## src/rtl/adder_rr_arbiter_pkg.sv

```systemverilog
// Shared types and the round-robin pick function for the adder arbiter.
// Pure declarations; no timing or flow control of its own.
package adder_arb_pkg;

    localparam int DEF_WIDTH   = 4;
    localparam int DEF_NUM_REQ = 4;
    localparam int DEF_CNT_W   = 16;
    localparam int MAX_REQ     = 32;

    typedef enum logic {
        EMPTY = 1'b0,
        FULL  = 1'b1
    } buf_state_t;

    // First asserted index searching upward from ptr, wrapping at n.
    // Returns 0 when nothing is valid; callers gate with |valid.
    function automatic int unsigned rr_pick(
        input logic [MAX_REQ-1:0] valid,
        input int unsigned        ptr,
        input int unsigned        n
    );
        int unsigned idx;
        logic        found;
        found   = 1'b0;
        rr_pick = 0;
        for (int unsigned k = 0; k < MAX_REQ; k++) begin
            if (k < n && !found) begin
                idx = ptr + k;
                if (idx >= n) begin
                    idx = idx - n;
                end
                if (valid[idx[4:0]]) begin
                    found   = 1'b1;
                    rr_pick = idx;
                end
            end
        end
    endfunction

endpackage

```

## src/rtl/adder_rr_arbiter_if.sv

```systemverilog
// Request/response bundle between operand producers, the shared adder and its consumer.
// master = producers/consumer side, slave = arbiter side.
interface adder_rr_arbiter_if
    import adder_arb_pkg::*;
#(
    parameter int WIDTH   = DEF_WIDTH,
    parameter int NUM_REQ = DEF_NUM_REQ,
    parameter int CNT_W   = DEF_CNT_W
);
    localparam int ID_W = $clog2(NUM_REQ);

    logic [NUM_REQ-1:0]       req_valid;
    logic [NUM_REQ*WIDTH-1:0] req_a;
    logic [NUM_REQ*WIDTH-1:0] req_b;
    logic [NUM_REQ-1:0]       req_ready;
    logic                     rsp_valid;
    logic                     rsp_ready;
    logic [WIDTH-1:0]         rsp_sum;
    logic                     rsp_carry;
    logic [ID_W-1:0]          rsp_id;
    logic [CNT_W-1:0]         ops_done;

    modport master (
        output req_valid, req_a, req_b, rsp_ready,
        input  req_ready, rsp_valid, rsp_sum, rsp_carry, rsp_id, ops_done
    );

    modport slave (
        input  req_valid, req_a, req_b, rsp_ready,
        output req_ready, rsp_valid, rsp_sum, rsp_carry, rsp_id, ops_done
    );

endinterface

```

## src/rtl/adder_rr_arbiter_core.sv

```systemverilog
// Shared unsigned WIDTH-bit adder with carry-out.
// Latency 0 (purely combinational); no flow control.
module adder_core
    import adder_arb_pkg::*;
#(
    parameter int WIDTH = DEF_WIDTH
) (
    input  logic [WIDTH-1:0] a,
    input  logic [WIDTH-1:0] b,
    output logic [WIDTH-1:0] sum,
    output logic             carry
);

    assign {carry, sum} = {1'b0, a} + {1'b0, b};

endmodule

```

## src/rtl/adder_rr_arbiter.sv

```systemverilog
// Round-robin arbiter sharing one adder; result, carry and winner ID land in a one-entry buffer.
// Latency 1 cycle; grants are withheld while the buffer is full and rsp_ready is low.
module adder_rr_arbiter
    import adder_arb_pkg::*;
#(
    parameter int WIDTH   = DEF_WIDTH,
    parameter int NUM_REQ = DEF_NUM_REQ,
    parameter int CNT_W   = DEF_CNT_W
) (
    input  logic               clk,
    input  logic               rst,
    adder_rr_arbiter_if.slave  bus
);

    localparam int ID_W = $clog2(NUM_REQ);

    typedef struct packed {
        logic             carry;
        logic [WIDTH-1:0] sum;
        logic [ID_W-1:0]  id;
    } rsp_t;

    buf_state_t       state;
    buf_state_t       state_nxt;
    rsp_t             rsp_q;
    logic [ID_W-1:0]  rr_ptr;
    logic [ID_W-1:0]  ptr_nxt;
    logic [ID_W-1:0]  win_idx;
    logic [CNT_W-1:0] ops_cnt;
    logic             accept_en;
    logic             grant;
    logic [WIDTH-1:0] win_a;
    logic [WIDTH-1:0] win_b;
    logic [WIDTH-1:0] sum;
    logic             carry;

    always_comb begin
        win_idx   = ID_W'(rr_pick(MAX_REQ'(bus.req_valid), 32'(rr_ptr), NUM_REQ));
        accept_en = (state == EMPTY) || bus.rsp_ready;
        grant     = accept_en && (|bus.req_valid);
        win_a     = bus.req_a[win_idx*WIDTH +: WIDTH];
        win_b     = bus.req_b[win_idx*WIDTH +: WIDTH];
        ptr_nxt   = (win_idx == ID_W'(NUM_REQ - 1)) ? '0 : win_idx + ID_W'(1);
    end

    assign bus.req_ready = grant ? (NUM_REQ'(1) << win_idx) : '0;

    adder_core #(
        .WIDTH (WIDTH)
    ) u_core (
        .a     (win_a),
        .b     (win_b),
        .sum   (sum),
        .carry (carry)
    );

    always_ff @(posedge clk) begin
        if (rst) begin
            state <= EMPTY;
        end else begin
            state <= state_nxt;
        end
    end

    // A handshake while FULL and draining reloads the buffer in place.
    always_comb begin
        state_nxt = state;
        case (state)
            EMPTY: if (grant) state_nxt = FULL;
            FULL:  if (bus.rsp_ready && !grant) state_nxt = EMPTY;
            default: state_nxt = EMPTY;
        endcase
    end

    always_ff @(posedge clk) begin
        if (rst) begin
            rsp_q   <= '0;
            rr_ptr  <= '0;
            ops_cnt <= '0;
        end else if (grant) begin
            rsp_q.carry <= carry;
            rsp_q.sum   <= sum;
            rsp_q.id    <= win_idx;
            rr_ptr      <= ptr_nxt;
            if (ops_cnt != '1) begin
                ops_cnt <= ops_cnt + CNT_W'(1);
            end
        end
    end

    assign bus.rsp_valid = (state == FULL);
    assign bus.rsp_sum   = rsp_q.sum;
    assign bus.rsp_carry = rsp_q.carry;
    assign bus.rsp_id    = rsp_q.id;
    assign bus.ops_done  = ops_cnt;

endmodule
```

## src/flat_wrapper.sv

```systemverilog
// flat-port wrapper written by rule: the top's interface ports become plain ports
module adder_rr_arbiter_flat import adder_arb_pkg::*;
#(
    parameter int WIDTH   = DEF_WIDTH,
    parameter int NUM_REQ = DEF_NUM_REQ,
    parameter int CNT_W   = DEF_CNT_W
)
  (clk, rst, bus_req_valid, bus_req_a, bus_req_b, bus_rsp_ready, bus_req_ready, bus_rsp_valid, bus_rsp_sum, bus_rsp_carry, bus_rsp_id, bus_ops_done);
  adder_rr_arbiter_if #(.WIDTH(WIDTH), .NUM_REQ(NUM_REQ), .CNT_W(CNT_W)) bus_i ();
  input  logic clk;
  input  logic rst;
  input wire logic [$bits(bus_i.req_valid)-1:0] bus_req_valid;
  input wire logic [$bits(bus_i.req_a)-1:0] bus_req_a;
  input wire logic [$bits(bus_i.req_b)-1:0] bus_req_b;
  input wire logic [$bits(bus_i.rsp_ready)-1:0] bus_rsp_ready;
  output wire logic [$bits(bus_i.req_ready)-1:0] bus_req_ready;
  output wire logic [$bits(bus_i.rsp_valid)-1:0] bus_rsp_valid;
  output wire logic [$bits(bus_i.rsp_sum)-1:0] bus_rsp_sum;
  output wire logic [$bits(bus_i.rsp_carry)-1:0] bus_rsp_carry;
  output wire logic [$bits(bus_i.rsp_id)-1:0] bus_rsp_id;
  output wire logic [$bits(bus_i.ops_done)-1:0] bus_ops_done;
  assign bus_i.req_valid = bus_req_valid;
  assign bus_i.req_a = bus_req_a;
  assign bus_i.req_b = bus_req_b;
  assign bus_i.rsp_ready = bus_rsp_ready;
  assign bus_req_ready = bus_i.req_ready;
  assign bus_rsp_valid = bus_i.rsp_valid;
  assign bus_rsp_sum = bus_i.rsp_sum;
  assign bus_rsp_carry = bus_i.rsp_carry;
  assign bus_rsp_id = bus_i.rsp_id;
  assign bus_ops_done = bus_i.ops_done;
  adder_rr_arbiter #(.WIDTH(WIDTH), .NUM_REQ(NUM_REQ), .CNT_W(CNT_W)) u_core (.clk(clk), .rst(rst), .bus(bus_i));
endmodule
```

## config.mk

```make
export PLATFORM = sky130hd
export DESIGN_NAME = adder_rr_arbiter_flat
export DESIGN_NICKNAME = d
export VERILOG_FILES = /design/src/rtl/adder_rr_arbiter_pkg.sv /design/src/rtl/adder_rr_arbiter_if.sv /design/src/rtl/adder_rr_arbiter_core.sv /design/src/rtl/adder_rr_arbiter.sv /design/src/flat_wrapper.sv
export SDC_FILE = /design/constraint.sdc
export NUM_CORES = 1
export LEC_CHECK = 0
export ABC_CLOCK_PERIOD_IN_PS = 3800
export BUFFER_PORTS_ARGS = -buffer_cell sky130_fd_sc_hd__buf_2
export CORE_MARGIN = 5
export CORE_UTILIZATION = 40
export CTS_CLUSTER_DIAMETER = 200
export CTS_CLUSTER_SIZE = 10
export DETAILED_ROUTE_END_ITERATION = 8
export GPL_ROUTABILITY_DRIVEN = 0
export PLACE_DENSITY = 0.65
export SLEW_MARGIN = 5
export SYNTH_ARGS = -nofsm -noshare
export SYNTH_HDL_FRONTEND = slang
export SYNTH_SLANG_ARGS = --single-unit
```

## constraint.sdc

```tcl
create_clock -name clk -period 3.8 [get_ports clk]
set_clock_uncertainty 0.15 [all_clocks]
set_input_delay 0.95 -clock clk [delete_from_list [all_inputs] [get_ports clk]]
set_output_delay 0.95 -clock clk [all_outputs]
set_load 0.03 [all_outputs]
```

Word level (Yosys, flattened, before mapping). Cells that the tools add are included.

$lt $le $gt $ge: 8. Bitwise gates (word level): 1. Eq/ne operators: 2. Shift operators: 3. Reduce and logical (&&, ||, !) cells: 6. Muxes and demuxes: 32. $add $sub $neg: 10.

Operators with widths (number): $ge 32x3->1 const B (3); $mux 5 (7); $shiftx 16x5->4 (2); $lt 5x6->1 const B (4); $bmux 1 s5 (4); $add 16x1->16 const B (1); $mux 2 (8); $ne 16x16->1 const B (1); $sub 3x3->4 const B (3); $mux 1 (11); $add 2x2->3 const B (2); $add 4x4->5 (1); $mux 4 (1); $reduce_or 4->1 (1); $shl 1x2->4 const A (1); $sub 2x3->4 const B (1); $add 2x1->3 const B (1); $ge 2x3->1 const B (1); $add 2x1->2 const B (1); $eq 2x2->1 const B (1); $logic_and 1x1->1 (2); $pmux 1 s2 (1); $reduce_and 2->1 (1); $logic_not 1->1 (1); other kinds (2) (2).

Output and inout bits: 28. Bits of input ports: 39. Word-level logic and storage cells: 68. Flip-flop bits (word level): 26.

Logic depth before layout (Yosys ltp). Gate-level depths: netlist of run 1.

Word-level depth: 22. Depth in mapped cells: 20. Gate-level depth less buffers: 17.

Hierarchy. A second synthesis of run 1 with hierarchy kept.

Cell total of the unflattened synthesis: 190. Area, all modules: 1712.9 µm².

Modules (own cells, without submodules): adder_rr_arbiter (sequential area each 520.5 µm², area an instance 1576.5 µm², instances 1, cells each 174); adder_core (sequential area each 0.0 µm², area an instance 136.4 µm², instances 1, cells each 16).

Worst setup path before layout of run 1. No wires, ideal clock.

Path type: input to output. Start: input port bus_req_valid[1]. End: output port bus_req_ready[2]. Cell stages on the path: 10. Arrival time: 2.759 ns. Slack: -0.059 ns. Path buffers: 2. Path through: mux4_2 and3b_2 nand2_2 a21o_1 buf_6 buf_6 nand2_1 inv_2 ha_1 and2_1.

Word-level cells in the longest chain between the ends: 11. Elaborated cells between the ends (all ways): 24. Those cells by class: shift: 1; mux: 21; reduce/logical: 2.

Ends and longest elaborated chain: start: declaration (line flat_wrapper.sv:12) `input wire logic [$bits(bus_i.req_valid)-1:0] bus_req_valid;`; $bmux 1 s5 (line adder_rr_arbiter_pkg.sv:32) `if (valid[idx[4:0]]) begin`; $mux 1 (not written as such) (line adder_rr_arbiter_pkg.sv:32); $mux 2 (2 in a row) (line adder_rr_arbiter_pkg.sv:32); $mux 2 (line adder_rr_arbiter_pkg.sv:27) `if (k < n && !found) begin`; $mux 2 (line adder_rr_arbiter_pkg.sv:32); $mux 2 (line adder_rr_arbiter_pkg.sv:27); $mux 2 (line adder_rr_arbiter_pkg.sv:32); $mux 2 (*) (line adder_rr_arbiter_pkg.sv:27); via u_core.win_idx[1] (line adder_rr_arbiter.sv:28) `logic [ID_W-1:0] win_idx;`; $shl 1x2->4 (*) (line adder_rr_arbiter.sv:46) `assign bus.req_ready = grant ? (NUM_REQ'(1) << win_idx) : '0;`; $mux 4 (*) (line adder_rr_arbiter.sv:46); end: declaration (line flat_wrapper.sv:16) `output wire logic [$bits(bus_i.req_ready)-1:0] bus_req_ready;`.

Mark *: on every way through the listed nets, which the timed path passes. The rest lies on a longest branch. The select of a mux whose other input is x is not followed.

Worst setup path after layout of run 1.
Start: input port bus_req_valid[0]. End: output port bus_req_ready[1].

Word-level cells in the longest chain between the ends: 11. Elaborated cells between the ends (all ways): 24. Those cells by class: shift: 1; mux: 21; reduce/logical: 2.

Ends and longest elaborated chain (line): $bmux 1 s5 (adder_rr_arbiter_pkg.sv:32); $mux 1 (not written as such) (adder_rr_arbiter_pkg.sv:32); $mux 2 (2 in a row) (adder_rr_arbiter_pkg.sv:32); $mux 2 (adder_rr_arbiter_pkg.sv:27); $mux 2 (adder_rr_arbiter_pkg.sv:32); $mux 2 (adder_rr_arbiter_pkg.sv:27); $mux 2 (adder_rr_arbiter_pkg.sv:32); $mux 2 (adder_rr_arbiter_pkg.sv:27); $shl 1x2->4 (adder_rr_arbiter.sv:46); $mux 4 (*) (adder_rr_arbiter.sv:46).

Mark *: on every way between the ends. The rest lies on a longest branch, timed or not. The select of a mux whose other input is x is not followed.

==> impl_metrics.csv, run 1 <==
group,metric,value,unit
detailed_routing,drc,0,
worst_setup_path,rr_startpoint,"u_core.rr_ptr[0]$_SDFFE_PP0P_",
yosys,synth_top_cell_area_share,25.4,%
power,switching_share,43.4,%
clocking,cts.sinks,26,
worst_setup_path,r2r_cells,17,
power,finalPower,2.00,mW
clocking,clock_path_buffers,2,
power,clock_power_share,11.3,%
placed_design,place_ws,-66.5,ps
grt,grt_pass1_vias,1948,
worst_hold_path,hp-start,"u_core.bus.rsp_sum[2]$_SDFFE_PP0P_",
yosys,yosysTopAreaCell,"dfxtp_1",
sta,rsz0062_at_grt,"yes",
detailed_routing,drt-pass1-iter-count,5,
yosys,synth_area_per_cell,8.49,µm²
grt,grt.overflow.total,0,
power,pwr_density_cell,733,nW/µm²
final_layout,diodes,0,
worst_hold_path,hold_end,"u_core.bus.rsp_sum[2]$_SDFFE_PP0P_",
sta,tightest_slew,733,ps
clocking,cts_tree,"done",
sta,setup_viol,0,
detailed_routing,vias_per_cell,5.27,
sta,fmax,0.266,GHz
run_status,outcome,"finished, final reports clean",
yosys,synth-warning-count,0,
yosys,syn_inst,241,
grt,gr-usage-all-layers,15.6,%
yosys,yosys-top-cells-area,"dfxtp_1 (25%), nand4_1 (9.2%), ha_1 (8.0%), o211ai_1 (6.2%), buf_6 (3.9%)",
detailed_routing,ant_nets,0,
floorplan,die_w,81.5,µm
final_layout,seq_area,520,µm²
final_layout,fillCellCount,485,
flow_run,cap_viol_max_count,0,
detailed_routing,routedWlPerCell,13.4,µm
floorplan,chipHeight,81.5,µm
worst_setup_path,rrSetupSlack,300,ps
power,combPwrFrac,71.9,%
sta,finalWorstSetupSlack,44.9,ps
sta,relSlewSlack,50.7,%
yosys,yosysUniqueCellTypes,45,
placed_design,hpwl,4010,µm
floorplan,placementRows,26,
worst_setup_path,required,2700,ps
power,internal-power,1.13,mW
worst_hold_path,worst_hold_path_type,"flop to flop",
worst_setup_path,crit_type,"input pin to output pin",
final_layout,stdcell_area,2730,µm²
sta,fin_crit,3760,ps
clocking,hold_buffers,0,
yosys,synthesis.nets,294,
yosys,synth_common_cells,"nand4_1 (30), dfxtp_1 (26), nand2_1 (21)",
worst_setup_path,crit_fanout,5,
detailed_routing,via_count,2060,
worst_setup_path,cp-end-kind,"output pin",
power,p_switching,868,µW
final_layout,drive_gt1_share,37.7,%
clocking,ctsRootBufferMaster,"clkbuf_8",
grt,antenna_found_initial,0,
placed_design,dpl-instance-area,2530,µm²
sta,finalHoldViolations,0,
floorplan,fp.dieArea,6640,µm²
worst_hold_path,worstHoldPathCells,2,
yosys,ys_seq_area_share,25.4,%
yosys,synth_ff_type,"dfxtp_1",
yosys,ys_seq_elements,26,
placed_design,io_buffers,66,
worst_setup_path,start_kind,"input pin",
detailed_routing,drtIter0Drc,102,
power,pwr-share-seq,16.8,%
grt,grt_max_degree,27,
grt,grt_pass1_wl,8400,µm
detailed_routing,finalWirelength,5250,µm
worst_setup_path,worstPathArrival,2660,ps
power,p_leak,1.20,nW
yosys,yosysMostFrequentCell,"nand4_1",
final_layout,syn_to_final_growth,33.3,%
final_layout,final_util,54.1,%
final_layout,fin_nets,375,
sta,drv_slew,0,
floorplan,coreArea,5040,µm²
clocking,clkLatencyLatePin,270,ps
clocking,path_clk_slew,90,ps
yosys,synth-async-reset-ratio,0,%
floorplan,io_pins,67,
power,ir_drop,0.000297,V
floorplan,initial_core_util,40.6,%
worst_setup_path,r2r_end,"u_core.bus.rsp_sum[3]$_SDFFE_PP0P_",
sta,post-route-period-util,98.8,%
yosys,syn_area,2050,µm²
yosys,synth_edf_count,0,
clocking,htree_levels,1,
clocking,numCtsBuffers,3,
final_layout,multiInputGateArea,1420,µm²
[cells in the final DEF, fill, tap and decap left out, types with 4 or more instances in the layout]
cell type,count
ha_1,10
and3_1,5
nor2_1,19
a21oi_1,10
nand2_1,20
nand2b_1,4
buf_6,10
buf_2,58
nand4_1,30
nand3_1,8
mux2i_1,6
inv_1,5
xnor2_1,8
dfxtp_1,26
xor2_1,8
buf_4,24
o211ai_1,17
[final cells by class]
| class | count | share of cell area, % |
|---|---|---|
| Tap cell | 70 | 3.21 |
| Timing Repair Buffer | 93 | 22.1 |
| Inverter | 7 | 0.964 |
| Sequential cell | 26 | 19.1 |
| Multi-Input combinational cell | 191 | 52.0 |
| Clock inverter | 1 | 1.10 |
| Clock buffer | 3 | 1.51 |
[cell families after synthesis]
group | count (synthesis) | synth area share (%)
AOI/OAI and AO/OA | 45 | 17.4
xor gates and xnor gates | 16 | 6.85
adders and majority gates | 14 | 8.93
buffers and inverters | 24 | 8.01
DFF | 26 | 25.4
muxes | 8 | 5.14
and+or+nand+nor | 108 | 28.3
[state kept, by name (all words and copies together) (netlist names)]
| register | cells |
|---|---|
| u_core.rr_ptr | 2 |
| u_core.bus.ops_done | 16 |
| u_core.bus.rsp_carry | 1 |
| u_core.bus.rsp_sum | 4 |
| u_core.bus.rsp_valid | 1 |
| u_core.bus.rsp_id | 2 |
[metrics by stage]
step / TNS (ps) / hold slack [ps] / std cells
after floorplan: 0 / 430 / 241
after global placement: -121 / 302 / 384
after detailed placement: -255 / 304 / 384
after CTS: 0 / 317 / 389
after global routing: -90.1 / 356 / 391
final: 0 / 316 / 391
[repair_timing]
action,4_1_cts,5_1_grt
gates resized for setup,10,13
setup endpoints to repair,4,6
buffers inserted,1,2
pin swaps,5,7
[worst max path at each step]
stage                           from               end  slack [ps]
floorplan           bus_req_valid[1]  bus_req_ready[2]          30
global placement    bus_req_valid[0]  bus_req_ready[2]         -40
detailed placement  bus_req_valid[0]  bus_req_ready[2]         -70
CTS                 bus_req_valid[0]  bus_req_ready[1]           5
global route        bus_req_valid[0]  bus_req_ready[1]         -30
finish              bus_req_valid[0]  bus_req_ready[1]          40
[power groups by stage]
stage / registers, mW / logic [mW] / clock network (mW)
after floorplan: 0.399 / 0.932 / 0
after global placement: 0.342 / 1.30 / 0
after detailed placement: 0.343 / 1.32 / 0
after CTS: 0.336 / 1.36 / 0.233
after global routing: 0.340 / 1.59 / 0.240
final: 0.336 / 1.44 / 0.225
[worst max-delay path, stage by stage]
cell and delay (ps):
buf_6 90, mux4_2 450, and3b_2 250, o211a_1 220, a21oi_2 150, inv_2 110
ha_4 170, and2_4 130, buf_6 130
[layer usage]
layer / vias up / wire, µm / GRT usage, %
li1: 1049 / - / -
met1: 952 / 2350 / 19.8
met2: 59 / 2610 / 28.3
met3: 0 / 289 / 2.41
met4: 0 / 0 / 2.20
met5: - / 0 / 0
(Power assumes the default switching activity.)
==> run 2: changes to the inputs <==
--- a/config.mk
+++ b/config.mk
@@ -5,7 +5,7 @@
 export SDC_FILE = /design/constraint.sdc
 export NUM_CORES = 1
 export LEC_CHECK = 0
-export ABC_CLOCK_PERIOD_IN_PS = 3800
+export ABC_CLOCK_PERIOD_IN_PS = 4800
 export BUFFER_PORTS_ARGS = -buffer_cell sky130_fd_sc_hd__buf_2
 export CORE_MARGIN = 5
 export CORE_UTILIZATION = 40
@@ -13,7 +13,7 @@
 export CTS_CLUSTER_SIZE = 10
 export DETAILED_ROUTE_END_ITERATION = 8
 export GPL_ROUTABILITY_DRIVEN = 0
-export PLACE_DENSITY = 0.65
+export PLACE_DENSITY = 0.63
 export SLEW_MARGIN = 5
 export SYNTH_ARGS = -nofsm -noshare
 export SYNTH_HDL_FRONTEND = slang
==> constraint.sdc (replaced) <==
create_clock -name clk -period 4.8 [get_ports clk]
set_clock_uncertainty 0.15 [all_clocks]
set_input_delay 1.44 -clock clk [delete_from_list [all_inputs] [get_ports clk]]
set_output_delay 1.44 -clock clk [all_outputs]
set_load 0.03 [all_outputs]
==> impl_metrics.csv, run 2 (synthesis gave the netlist of run 1 again) <==
group,metric,value,unit
final_layout,drive_gt1_share,36.2,%
worst_setup_path,worstPathArrival,3180,ps
clocking,path_clk_slew,90,ps
run_status,outcome,"finished, final reports clean",
placed_design,io_buffers,66,
floorplan,io_pins,67,
detailed_routing,ant_nets,0,
worst_setup_path,crit_start,"bus_req_valid[0]",
worst_setup_path,cp-end-kind,"output pin",
worst_hold_path,worst_hold_path_type,"flop to flop",
sta,relSlewSlack,37.4,%
clocking,ctsRootBufferMaster,"clkbuf_8",
grt,antenna_found_initial,0,
power,pwr_density_cell,564,nW/µm²
sta,fin_crit,4770,ps
clocking,hold_buffers,0,
final_layout,diodes,0,
final_layout,syn_to_final_growth,30.5,%
worst_setup_path,rr_startpoint,"u_core.rr_ptr[0]$_SDFFE_PP0P_",
power,p_leak,1.17,nW
power,ir_drop,0.000211,V
sta,rsz0062_at_grt,"yes",
final_layout,final_common_cell,"buf_2",
flow_run,cap_viol_max_count,0,
placed_design,hpwl,3980,µm
floorplan,coreArea,5040,µm²
detailed_routing,finalWirelength,5240,µm
floorplan,fp.dieArea,6640,µm²
detailed_routing,wl_met1,2390,µm
detailed_routing,routedWlPerCell,13.6,µm
placed_design,place_ws,-83.7,ps
detailed_routing,drc,0,
worst_setup_path,start_kind,"input pin",
clocking,clkLatencyLatePin,270,ps
detailed_routing,drtIter0Drc,66,
final_layout,final_util,53.0,%
sta,finalWorstSetupSlack,32.9,ps
grt,gr-usage-all-layers,16.0,%
detailed_routing,drt-pass1-iter-count,4,
detailed_routing,maxUsedRoutingLayer,"met4",
final_layout,fin_nets,369,
worst_setup_path,required,3210,ps
floorplan,initial_core_util,40.6,%
grt,grt.overflow.total,0,
sta,drv_slew,0,
floorplan,chipHeight,81.5,µm
grt,grt_pass1_vias,1919,
sta,post-route-period-util,99.3,%
detailed_routing,met3_length,280,µm
clocking,numCtsBuffers,3,
detailed_routing,wl_met2,2520,µm
clocking,clock_path_buffers,2,
sta,setup_viol,0,
clocking,cts.sinks,26,
worst_setup_path,crit_fanout,3,
floorplan,placementRows,26,
sta,finalHoldViolations,0,
clocking,htree_levels,1,
final_layout,largest_register_ffs,16,
sta,tightest_slew,915,ps
grt,grt_pass1_wl,8550,µm
sta,fmax,0.210,GHz
worst_hold_path,hp-start,"u_core.bus.rsp_sum[3]$_SDFFE_PP0P_",
grt,grt_max_degree,27,
detailed_routing,vias_per_cell,5.36,
clocking,cts_tree,"done",
worst_setup_path,crit_type,"input pin to output pin",
detailed_routing,via_count,2062,
floorplan,die_w,81.5,µm
final_layout,layout_common_cells,"buf_2 (58), nand4_1 (30), dfxtp_1 (26), nand2_1 (20), buf_4 (20)",
[run 2: layout make-up]
cell class	instances	area [µm²]
well taps	70	87.6
inverters	7	28.8
fillers	502	2370
multi-input cells	191	1420
clock buffers	3	41.3
repair buffers	87	542
flip-flops and latches	26	520
clock inverters	1	30.0
[run 2: stage by stage]
step	std cells	setup TNS, ps	area (µm²)	hold slack [ps]	total power, mW
final	385	0	2670	314	1.51
after floorplan	241	0	2050	430	1.05
after CTS	385	0	2600	310	1.47
after detailed placement	379	-290	2480	295	1.24
after global routing	385	-123	2670	317	1.64
after global placement	379	-103	2480	291	1.24
[run 2: power breakdown]
group          switching [mW]  internal, mW
registers              0.0168         0.247
clock network          0.0696         0.112
logic                   0.597         0.464
total                   0.683         0.823
[run 2: repair_timing]
action,CTS,global route
resized for setup,11,15
setup buffers,2,0
pin swaps,2,6
setup endpoints to repair,4,4
[run 2: path summary, 6_finish.rpt]
| path | end | slack, ps | depth (start not counted) |
|---|---|---|---|
| worst min register to register | u_core.bus.rsp_sum[3]$_SDFFE_PP0P_ | 310 | 2 |
| worst max register to register | u_core.bus.rsp_sum[3]$_SDFFE_PP0P_ | 960 | 17 |
| worst max-delay path | bus_req_ready[2] | 30 | 11 |
| worst min-delay path | u_core.bus.rsp_sum[3]$_SDFFE_PP0P_ | 310 | 2 |
[run 2: routing by layer]
metal | GRT usage [%] | vias up
met5 | 0 | -
met4 | 2.87 | 0
met3 | 2.74 | 6
met2 | 27.5 | 58
met1 | 21.1 | 963
li1 | - | 1035
[run 2: worst max-delay path, stage by stage]
cell	delay [ps]
buf_6	90
mux4_2	460
and3b_2	250
buf_4	150
nor2_4	110
o2bb2ai_4	80
nand2_4	120
inv_4	50
ha_1	170
and2_4	130
buf_6	130
